[config.mk]
export PLATFORM = sky130hd
export DESIGN_NAME = ctrl_decode_stage
export DESIGN_NICKNAME = d
export VERILOG_FILES = /design/src/rtl/ctrl_pkg.sv /design/src/rtl/ctrl_decode_comb.sv /design/src/rtl/ctrl_decode_stage.sv
export SDC_FILE = /design/constraint.sdc
export NUM_CORES = 1
export LEC_CHECK = 0
export ABC_AREA = 1
export BUFFER_PORTS_ARGS = -buffer_cell sky130_fd_sc_hd__buf_2
export CAP_MARGIN = 25
export CORE_MARGIN = 3
export CORE_UTILIZATION = 35
export CTS_BUF_LIST = sky130_fd_sc_hd__clkbuf_8 sky130_fd_sc_hd__clkbuf_16
export DETAILED_ROUTE_END_ITERATION = 12
export GPL_TIMING_DRIVEN = 0
export SETUP_SLACK_MARGIN = 0.15
export SYNTH_ARGS = -nofsm -noshare
export SYNTH_HDL_FRONTEND = slang
export SYNTH_SLANG_ARGS = --single-unit
[constraint.sdc]
create_clock -name clk -period 1.45 [get_ports clk]
set_clock_uncertainty 0.15 [all_clocks]
set_input_delay 0.435 -clock clk [delete_from_list [all_inputs] [get_ports clk]]
set_output_delay 0.435 -clock clk [all_outputs]
set_load 0.01 [all_outputs]
[src/rtl/ctrl_pkg.sv]
// Shared definitions for the decode stage: ISA opcode map, ALU codes, machine
// states and the packed control-bundle layout.
package ctrl_pkg;

    localparam int OPW    = 5;
    localparam int MODEW  = 2;
    localparam int ALUOPW = 4;

    localparam logic [OPW-1:0] OP_HALT   = 5'b00000;
    localparam logic [OPW-1:0] OP_NOP    = 5'b00001;
    localparam logic [OPW-1:0] OP_SIIC   = 5'b00010;
    localparam logic [OPW-1:0] OP_RTI    = 5'b00011;
    localparam logic [OPW-1:0] OP_J      = 5'b00100;
    localparam logic [OPW-1:0] OP_ADDI   = 5'b01000;
    localparam logic [OPW-1:0] OP_SUBI   = 5'b01001;
    localparam logic [OPW-1:0] OP_XORI   = 5'b01010;
    localparam logic [OPW-1:0] OP_ANDNI  = 5'b01011;
    localparam logic [OPW-1:0] OP_BEQZ   = 5'b01100;
    localparam logic [OPW-1:0] OP_ST     = 5'b10000;
    localparam logic [OPW-1:0] OP_LD     = 5'b10001;
    localparam logic [OPW-1:0] OP_RARITH = 5'b11011;

    localparam logic [ALUOPW-1:0] ALU_PASS = 4'b0000;
    localparam logic [ALUOPW-1:0] ALU_ADD  = 4'b0100;
    localparam logic [ALUOPW-1:0] ALU_SUB  = 4'b0101;
    localparam logic [ALUOPW-1:0] ALU_XOR  = 4'b0110;
    localparam logic [ALUOPW-1:0] ALU_ANDN = 4'b0111;

    localparam logic [1:0] SRC_REG  = 2'b00;
    localparam logic [1:0] SRC_IMM5 = 2'b01;

    typedef enum logic [1:0] {
        ST_RUN    = 2'b00,
        ST_EXC    = 2'b01,
        ST_HALTED = 2'b10
    } state_e;

    // Bundle layout, LSB first
    localparam int CTRL_REGWRITE = 0;
    localparam int CTRL_ALUSRC   = 1;   // 2 bits
    localparam int CTRL_ALUOP    = 3;   // ALUOPW bits
    localparam int CTRL_MEMREAD  = 7;
    localparam int CTRL_MEMWRITE = 8;
    localparam int CTRL_MEMTOREG = 9;
    localparam int CTRL_BRANCH   = 10;
    localparam int CTRL_JUMP     = 11;
    localparam int CTRL_HALT     = 12;
    localparam int CTRL_SIIC     = 13;
    localparam int CTRL_RTI      = 14;
    localparam int CTRL_ERR      = 15;
    localparam int CTRL_W        = 16;

    function automatic logic is_serial(input logic [CTRL_W-1:0] c);
        return c[CTRL_HALT] | c[CTRL_SIIC] | c[CTRL_RTI];
    endfunction

endpackage

[src/rtl/ctrl_decode_comb.sv]
// Pure combinational opcode/mode -> control bundle decoder. Shared with the
// single-cycle core, so it holds no state and knows nothing about the FSM.
module ctrl_decode_comb
    import ctrl_pkg::*;
(
    input  logic [OPW-1:0]    opcode,
    input  logic [MODEW-1:0]  mode,
    output logic [CTRL_W-1:0] ctrl
);

    logic              regwrite_s;
    logic [1:0]        alusrc_s;
    logic [ALUOPW-1:0] aluop_s;
    logic              memread_s;
    logic              memwrite_s;
    logic              memtoreg_s;
    logic              branch_s;
    logic              jump_s;
    logic              halt_s;
    logic              siic_s;
    logic              rti_s;
    logic              err_s;

    // Opcode map; anything not listed is an undefined opcode
    always_comb begin
        regwrite_s = 1'b0;
        alusrc_s   = SRC_REG;
        aluop_s    = ALU_PASS;
        memread_s  = 1'b0;
        memwrite_s = 1'b0;
        memtoreg_s = 1'b0;
        branch_s   = 1'b0;
        jump_s     = 1'b0;
        halt_s     = 1'b0;
        siic_s     = 1'b0;
        rti_s      = 1'b0;
        err_s      = 1'b0;
        case (opcode)
            OP_HALT: halt_s = 1'b1;
            OP_NOP:  regwrite_s = 1'b0;
            OP_SIIC: siic_s = 1'b1;
            OP_RTI:  rti_s  = 1'b1;
            OP_J:    jump_s = 1'b1;
            OP_BEQZ: branch_s = 1'b1;
            OP_ADDI, OP_SUBI, OP_XORI, OP_ANDNI: begin
                regwrite_s = 1'b1;
                alusrc_s   = SRC_IMM5;
                aluop_s    = {2'b01, opcode[1:0]};
            end
            OP_ST: begin
                alusrc_s   = SRC_IMM5;
                aluop_s    = ALU_ADD;
                memwrite_s = 1'b1;
            end
            OP_LD: begin
                regwrite_s = 1'b1;
                alusrc_s   = SRC_IMM5;
                aluop_s    = ALU_ADD;
                memread_s  = 1'b1;
                memtoreg_s = 1'b1;
            end
            OP_RARITH: begin
                regwrite_s = 1'b1;
                case (mode)
                    2'b00:   aluop_s = ALU_ADD;
                    2'b01:   aluop_s = ALU_SUB;
                    2'b10:   aluop_s = ALU_XOR;
                    2'b11:   aluop_s = ALU_ANDN;
                    default: aluop_s = ALU_PASS;
                endcase
            end
            default: err_s = 1'b1;
        endcase
    end

    // Pack fields at the package offsets
    always_comb begin
        ctrl                               = '0;
        ctrl[CTRL_REGWRITE]                = regwrite_s;
        ctrl[CTRL_ALUSRC +: 2]             = alusrc_s;
        ctrl[CTRL_ALUOP +: ALUOPW]         = aluop_s;
        ctrl[CTRL_MEMREAD]                 = memread_s;
        ctrl[CTRL_MEMWRITE]                = memwrite_s;
        ctrl[CTRL_MEMTOREG]                = memtoreg_s;
        ctrl[CTRL_BRANCH]                  = branch_s;
        ctrl[CTRL_JUMP]                    = jump_s;
        ctrl[CTRL_HALT]                    = halt_s;
        ctrl[CTRL_SIIC]                    = siic_s;
        ctrl[CTRL_RTI]                     = rti_s;
        ctrl[CTRL_ERR]                     = err_s;
    end

endmodule

[src/rtl/ctrl_decode_stage.sv]
// Registered ID stage: decoded bundle held under valid/ready, RUN/EXC/HALTED
// machine-state FSM, and a saturating illegal-opcode counter.
module ctrl_decode_stage
    import ctrl_pkg::*;
#(
    parameter int ERRW = 8
) (
    input  logic              clk,
    input  logic              rst,
    input  logic              in_valid,
    output logic              in_ready,
    input  logic [OPW-1:0]    in_opcode,
    input  logic [MODEW-1:0]  in_mode,
    input  logic              in_pc_valid,
    input  logic              flush,
    output logic              out_valid,
    input  logic              out_ready,
    output logic [CTRL_W-1:0] out_ctrl,
    output logic [1:0]        state,
    output logic              halted,
    output logic [ERRW-1:0]   err_count
);

    logic [CTRL_W-1:0] dec_ctrl_s;
    logic [CTRL_W-1:0] load_ctrl_s;
    logic [CTRL_W-1:0] out_ctrl_r;
    logic              out_valid_r;
    state_e            state_r;
    state_e            state_next_s;
    logic              halted_r;
    logic [ERRW-1:0]   err_count_r;
    logic              serial_held_s;
    logic              in_ready_s;
    logic              acc_s;
    logic              cons_s;

    ctrl_decode_comb u_decode (
        .opcode (in_opcode),
        .mode   (in_mode),
        .ctrl   (dec_ctrl_s)
    );

    assign serial_held_s = out_valid_r & is_serial(out_ctrl_r);
    assign in_ready_s    = (state_r != ST_HALTED) & ~serial_held_s &
                           (~out_valid_r | out_ready) & ~flush;
    assign acc_s         = in_valid & in_ready_s;
    assign cons_s        = out_valid_r & out_ready & ~flush;

    // Qualify HALT with pc_valid and resolve SIIC/RTI legality. Nothing can be
    // accepted behind a serial op, so the state seen here is the consume state.
    always_comb begin
        load_ctrl_s            = dec_ctrl_s;
        load_ctrl_s[CTRL_HALT] = dec_ctrl_s[CTRL_HALT] & in_pc_valid;
        load_ctrl_s[CTRL_ERR]  = dec_ctrl_s[CTRL_ERR] |
                                 (dec_ctrl_s[CTRL_RTI]  & (state_r == ST_RUN)) |
                                 (dec_ctrl_s[CTRL_SIIC] & (state_r == ST_EXC));
    end

    // Output register: flush beats load, load beats drain
    always_ff @(posedge clk) begin
        if (rst) begin
            out_valid_r <= 1'b0;
            out_ctrl_r  <= '0;
        end else if (flush) begin
            out_valid_r <= 1'b0;
        end else if (acc_s) begin
            out_valid_r <= 1'b1;
            out_ctrl_r  <= load_ctrl_s;
        end else if (cons_s) begin
            out_valid_r <= 1'b0;
        end else begin
            out_valid_r <= out_valid_r;
        end
    end

    // Machine-state next-state logic, driven only by consumed bundles
    always_comb begin
        state_next_s = state_r;
        case (state_r)
            ST_RUN: begin
                if (cons_s && out_ctrl_r[CTRL_HALT]) begin
                    state_next_s = ST_HALTED;
                end else if (cons_s && out_ctrl_r[CTRL_SIIC]) begin
                    state_next_s = ST_EXC;
                end else begin
                    state_next_s = ST_RUN;
                end
            end
            ST_EXC: begin
                if (cons_s && out_ctrl_r[CTRL_HALT]) begin
                    state_next_s = ST_HALTED;
                end else if (cons_s && out_ctrl_r[CTRL_RTI]) begin
                    state_next_s = ST_RUN;
                end else begin
                    state_next_s = ST_EXC;
                end
            end
            ST_HALTED: state_next_s = ST_HALTED;
            default:   state_next_s = ST_RUN;
        endcase
    end

    // State register and registered halted flag
    always_ff @(posedge clk) begin
        if (rst) begin
            state_r  <= ST_RUN;
            halted_r <= 1'b0;
        end else begin
            state_r  <= state_next_s;
            halted_r <= (state_next_s == ST_HALTED);
        end
    end

    // Saturating count of consumed bundles carrying ERR
    always_ff @(posedge clk) begin
        if (rst) begin
            err_count_r <= '0;
        end else if (cons_s && out_ctrl_r[CTRL_ERR] && (err_count_r != {ERRW{1'b1}})) begin
            err_count_r <= err_count_r + {{(ERRW-1){1'b0}}, 1'b1};
        end else begin
            err_count_r <= err_count_r;
        end
    end

    assign in_ready  = in_ready_s;
    assign out_valid = out_valid_r;
    assign out_ctrl  = out_ctrl_r;
    assign state     = state_r;
    assign halted    = halted_r;
    assign err_count = err_count_r;

endmodule

==> flow_metrics.tcl, run 1 <==
set metrics [dict create \
    status "complete, but fails checks" \
    violations "setup timing" \
    die_w_um 68.9 \
    postCtsHoldBufs 0 \
    clock-sinks 25 \
    wl_per_cell_um 11.5 \
    whs_path_depth 2 \
    worstSetupPathType "flop to output pin" \
    synth_area_sq_um 1390 \
    ys.flop_type "dfxtp_1" \
    grt_usage_pct 16.8 \
    place_congestion 0.741 \
    synth_fa_ha_area_share_pct 0.903 \
    cts_tree "built" \
    synthTopCellsByArea "dfxtp_1, nand2_1, inv_1, nor2_1, a21oi_2" \
    setup_tns_ns -0.403 \
    synth_top_family_by_area "simple AND/OR/NAND/NOR gates" \
    yosys-top-cells-count "nand2_1, inv_1, dfxtp_1" \
    drive_gt1_share_pct 54.1 \
    synth_compound_area_share_pct 11.7 \
    core_sq_um 3740 \
    die_area_sq_um 4750 \
    dp_slack_ns -0.221 \
    htree_levels 1 \
    detail-route-antenna-nets 0 \
    synth_simple_gate_area_share_pct 37.8 \
    required_ns 0.87 \
    power.share.sequential_pct 52.5 \
    peakVddDrop_v 0.000569 \
    async_flop_share_pct 0 \
    synth_cells 211 \
    worstHoldStart "out_ctrl[3]" \
    power.leakage_uw 0.00102 \
    antenna_found_initial 0 \
    netlist.area_leader.share_pct 36.1 \
    first_iter_violations 50 \
    synth_top_area_cell "dfxtp_1" \
    syn_avg_cell_area_sq_um 6.56 \
    synth_edf_count 0 \
    synth_xor_area_share_pct 1.90 \
    final_hold_viol_count 0 \
    p_per_area_nw_per_um2 583 \
    route.detailed.drc 0 \
    r2r_slack_ns -0.03 \
    synth_mux_area_share_pct 0 \
    p_int_uw 976 \
    vias_per_cell 4.66 \
    setup_viol 11 \
    yosysUniqueCellTypes 24 \
    syn_to_final_growth_pct 64.3 \
    arrival_ns 1.06 \
    routed_wl_mm 3.75 \
    clockRootBuffer "clkbuf_8" \
    grt_max_degree 14 \
    rsz0062_at_grt "true" \
    grt_pass1_wl_mm 6.04 \
    hold_class "flop to flop" \
    slowest_delay_ns 0.33 \
    cts_buffers 3 \
    worstReg2RegStart "out_ctrl[12]" \
    cp-end-kind "output pin" \
    pwr-share-clk_pct 30.8 \
    insertion_delay_ns 0.26 \
    worst_setup_path_start_kind "flop" \
    final_core_util_pct 60.8 \
    vias 1524 \
    fin_crit_ns 1.64 \
    p_comb_share_pct 16.7 \
    diodes 0 \
    cp_max_fo 2 \
    p_sw_uw 351 \
    ys_ff_latch 25 \
    critPathLaunch "out_ctrl[12]" \
    r2r_cells 9 \
    path_clk_slew_ns 0.08 \
    cp_cell_sequence "nor2_2 > nand2_1 > nand2_2 > nand2_4 > inv_2 > buf_6" \
    final.period_utilization_pct 113 \
    dp_hpwl_mm 2.48 \
    slowest_stage "dfxtp_2" \
    fin_ws_ns -0.190 \
    grt_pass1_vias 1423 \
    first_pass_iters 4 \
    grt-ovfl-total 0 \
    ys_seq_area_share_pct 36.1 \
    synth_warnings 0 \
    post-synth-top-count-cell "nand2_1" \
    clock.fmax_ghz 0.610 \
    rows 22 \
    ios 42 \
    timing.max_cap.violations 0 \
    die_y_um 68.9 \
    initial_core_util_pct 37.0 \
    fin_nets 294 \
    numPortBuffers 39 \
    clockBufferDepth 2 \
    drv_slew 0 \
    p_sw_share_pct 26.4 \
]
power groups by stage:
| stage | Combinational [uW] | Sequential, uW | Clock, uW |
|---|---|---|---|
| 6_report | 222 | 696 | 409 |
| 5_1_grt | 247 | 699 | 448 |
| 4_1_cts | 205 | 699 | 430 |
| 3_5_place_dp | 171 | 721 | 0 |
| 3_3_place_gp | 171 | 721 | 0 |
| 2_1_floorplan | 103 | 726 | 0 |
placed cells by master, fill, tap and decap left out, drive strengths merged:
| master | n |
|---|---|
| inv | 29 |
| conb | 2 |
| nor3b | 2 |
| nand4 | 5 |
| o21ai | 5 |
| buf | 69 |
| a21oi | 21 |
| nand2 | 71 |
| clkbuf | 3 |
| nor2 | 28 |
| ha | 1 |
| nand3 | 13 |
| xor2 | 3 |
| nand3b | 1 |
| nor3 | 1 |
| dfxtp | 25 |
worst max-delay path: cells and delay by family, from the launching register on:
| kind | cells | cell delay, ns |
|---|---|---|
| buffers and inverters | 2 | 0.14 |
| AND/OR/NAND/NOR | 4 | 0.31 |
| flip-flops | 1 | 0.33 |
repair_timing:
item | in CTS | in global routing
cloned | 2 | 0
resized for setup | 64 | 38
setup buffers | 15 | 7
pin swaps | 6 | 16
setup endpoints to repair | 45 | 52
metrics by stage:
| stage | total power (uW) | instance area (sq um) | cells | hold WS (ns) |
|---|---|---|---|---|
| final | 1330 | 2280 | 327 | 0.325 |
| after global routing | 1390 | 2280 | 327 | 0.342 |
| after CTS | 1330 | 2110 | 320 | 0.305 |
| after detailed placement | 892 | 1700 | 299 | 0.307 |
| after global placement | 892 | 1700 | 299 | 0.302 |
| after floorplan | 829 | 1440 | 212 | 0.327 |
per-layer routing:
layer / share of wire [%] / track usage (%) / vias to the layer above
li1: - / - / 795
met1: 43 / 20.2 / 696
met2: 53 / 30.8 / 29
met3: 3.7 / 4.21 / 4
met4: 0.83 / 2.19 / 0
met5: 0 / 0 / -
path summary, 6_finish.rpt:
check / to
setup / recovery: in_ready
hold / removal: out_ctrl[3]
setup reg to reg: out_ctrl[12]
hold reg to reg: out_ctrl[3]
cells by family after synthesis:
logic type      after synthesis
buf+inv                      35
other cells                   1
compound gates               25
xor+xnor                      3
simple gates                121
fa+ha+maj                     1
flops                        25
flip-flops by register name, indices dropped and copies added, names as in the netlist:
register,cells
err_count,8
halted,1
out_ctrl,13
out_valid,1
state,2
layout make-up:
class / count / area, sq um
fill: 358 / 1470
sequential: 25 / 553
timing repair buffer: 62 / 561
clock buffer: 3 / 41.3
clock inverter: 1 / 3.75
multi-input combinational: 153 / 877
tap: 48 / 60.1
buffer: 7 / 62.6
inverter: 28 / 118
No activity file was read; power rests on OpenSTA's default activity.
==> run 2, diff against run 1 <==
Settings changed: CORE_ASPECT_RATIO set to 1.4.
==> run 2 against run 1 <==
Against the previous run:
- wire length is 5.7% higher
- count of clock-buffer cells in the layout is the same
- setup slack improved by 0.0063 ns
- the run still ends with setup timing left
- die area up 0.23%
- highest routed layer unchanged
- non-clock buffer count is 7 higher
- fmax up 0.38%
- critical path depth unchanged
==> flow_metrics.tcl, run 2 (synthesis results as in run 1) <==
set metrics [dict create \
    die_w_um 59.2 \
    setup_viol 15 \
    cpMostUsedCell "nand2_2" \
    slowest_delay_ns 0.33 \
    largest_reg_flops 13 \
    insertion_delay_ns 0.27 \
    htree_levels 1 \
    power.share.sequential_pct 51.5 \
    cts_buffers 3 \
    grt-ovfl-total 0 \
    p_sw_share_pct 27.0 \
    violations "setup timing" \
    p_int_uw 984 \
    layout_common_cells "nand2_1, buf_6, inv_1, nor2_1, buf_4" \
    grt_pass1_vias 1440 \
    grt_max_degree 14 \
    p_per_area_nw_per_um2 577 \
    cp-end-kind "output pin" \
    clockBufferDepth 2 \
    holdWs_ns 0.327 \
    pwr-share-clk_pct 31.0 \
    clockRootBuffer "clkbuf_8" \
    layout_commonest_cell "nand2_1" \
    worst_setup_path_start_kind "flop" \
    dpl.cell_count 293 \
    dp_hpwl_mm 2.53 \
    setup_tns_ns -1.32 \
    timing.max_cap.violations 0 \
    die_y_um 80.4 \
    diodes 0 \
    vias_per_cell 4.85 \
    hold_class "primary input to flop" \
    arrival_ns 1.05 \
    path_clk_slew_ns 0.09 \
    p_comb_share_pct 17.5 \
    cts_tree "built" \
    final_core_util_pct 62.5 \
    place_congestion 0.863 \
    fin_nets 300 \
    route.detailed.drc 0 \
    numPortBuffers 39 \
    first_iter_violations 55 \
    clock-sinks 25 \
    worstSetupPathType "flop to output pin" \
    fin_ws_ns -0.184 \
    required_ns 0.87 \
    drv_slew 0 \
    first_pass_iters 6 \
    die_area_sq_um 4760 \
    antenna_found_initial 0 \
    peakVddDrop_v 0.000623 \
    stdcell_count 327 \
    drive_gt1_share_pct 54.7 \
    power.leakage_uw 0.00108 \
    p_sw_uw 364 \
    detail-route-antenna-nets 0 \
    slowest_stage "dfxtp_2" \
    routed_wl_mm 3.96 \
    grt_usage_pct 17.2 \
    vias 1587 \
    clock.fmax_ghz 0.612 \
    cp_cell_sequence "nor2_1 > nand2_1 > nand2_2 > nand2_2 > inv_2 > buf_6" \
    cp_max_fo 3 \
    fin_crit_ns 1.63 \
    final.period_utilization_pct 113 \
    core_sq_um 3740 \
    wl_per_cell_um 12.1 \
    rows 26 \
    syn_to_final_growth_pct 68.7 \
    grt_pass1_wl_mm 6.34 \
    ios 42 \
    status "complete, but fails checks" \
    initial_core_util_pct 37.0 \
    final_hold_viol_count 0 \
    rsz0062_at_grt "true" \
]
[run 2: cell count changes in the layout (fill, tap and decap cells not counted), sizes merged]
| cell | delta |
|---|---|
| a21oi | -1 |
| buf | +7 |
[run 2: cell type report]
class                           count  area [sq um]
Timing Repair Buffer               69           634
Tap cell                           42          52.6
Sequential cell                    25           556
Clock inverter                      1          3.75
Buffer                              7          58.8
Multi-Input combinational cell    152           873
Fill cell                         340          1400
Clock buffer                        3          41.3
Inverter                           28           118
[run 2: per-layer routing]
metal	track usage, %	share of wire (%)	wire [um]	vias up
met2	31.0	54	2130	45
li1	-	-	-	802
met3	2.25	3.9	154	7
met4	7.71	2.1	82	0
met5	0	0	0	-
met1	19.6	40	1600	733
[run 2: what timing repair did]
| item | CTS | global route |
|---|---|---|
| setup buffers | 19 | 9 |
| gates resized for setup | 76 | 31 |
| cloned | 2 | 0 |
| hold buffers | 0 | 0 |
| setup endpoints to repair | 45 | 50 |
| pin swaps | 16 | 12 |
[run 2: per-stage QoR]
stage / worst slack [ns] / power (uW) / area [sq um]
2_1_floorplan: 0.0808 / 829 / 1440
3_3_place_gp: -0.249 / 894 / 1690
3_5_place_dp: -0.255 / 894 / 1690
4_1_cts: -0.184 / 1350 / 2160
5_1_grt: -0.250 / 1420 / 2340
6_report: -0.184 / 1350 / 2340
[run 2: power groups by stage]
stage          clock (uW)  combinational (uW)  sequential, uW
2_1_floorplan           0                 103             726
5_1_grt               464                 259             698
4_1_cts               434                 215             702
3_3_place_gp            0                 172             721
6_report              418                 236             695
3_5_place_dp            0                 172             721
[run 2: final timing paths]
path                      from            to  slack (ns)  cells after the start
setup / recovery  out_ctrl[13]      in_ready       -0.18                      6
setup reg to reg  out_ctrl[13]  out_ctrl[12]       -0.12                     10
hold / removal           flush     out_valid        0.33                      4
hold reg to reg    out_ctrl[8]   out_ctrl[8]        0.33                      2
[run 2: worst max-delay path: cells and delay by family (launching register included)]
kind | cells | cell delay, ns
buffers and inverters | 2 | 0.14
and+or+nand+nor | 4 | 0.31
DFF | 1 | 0.33
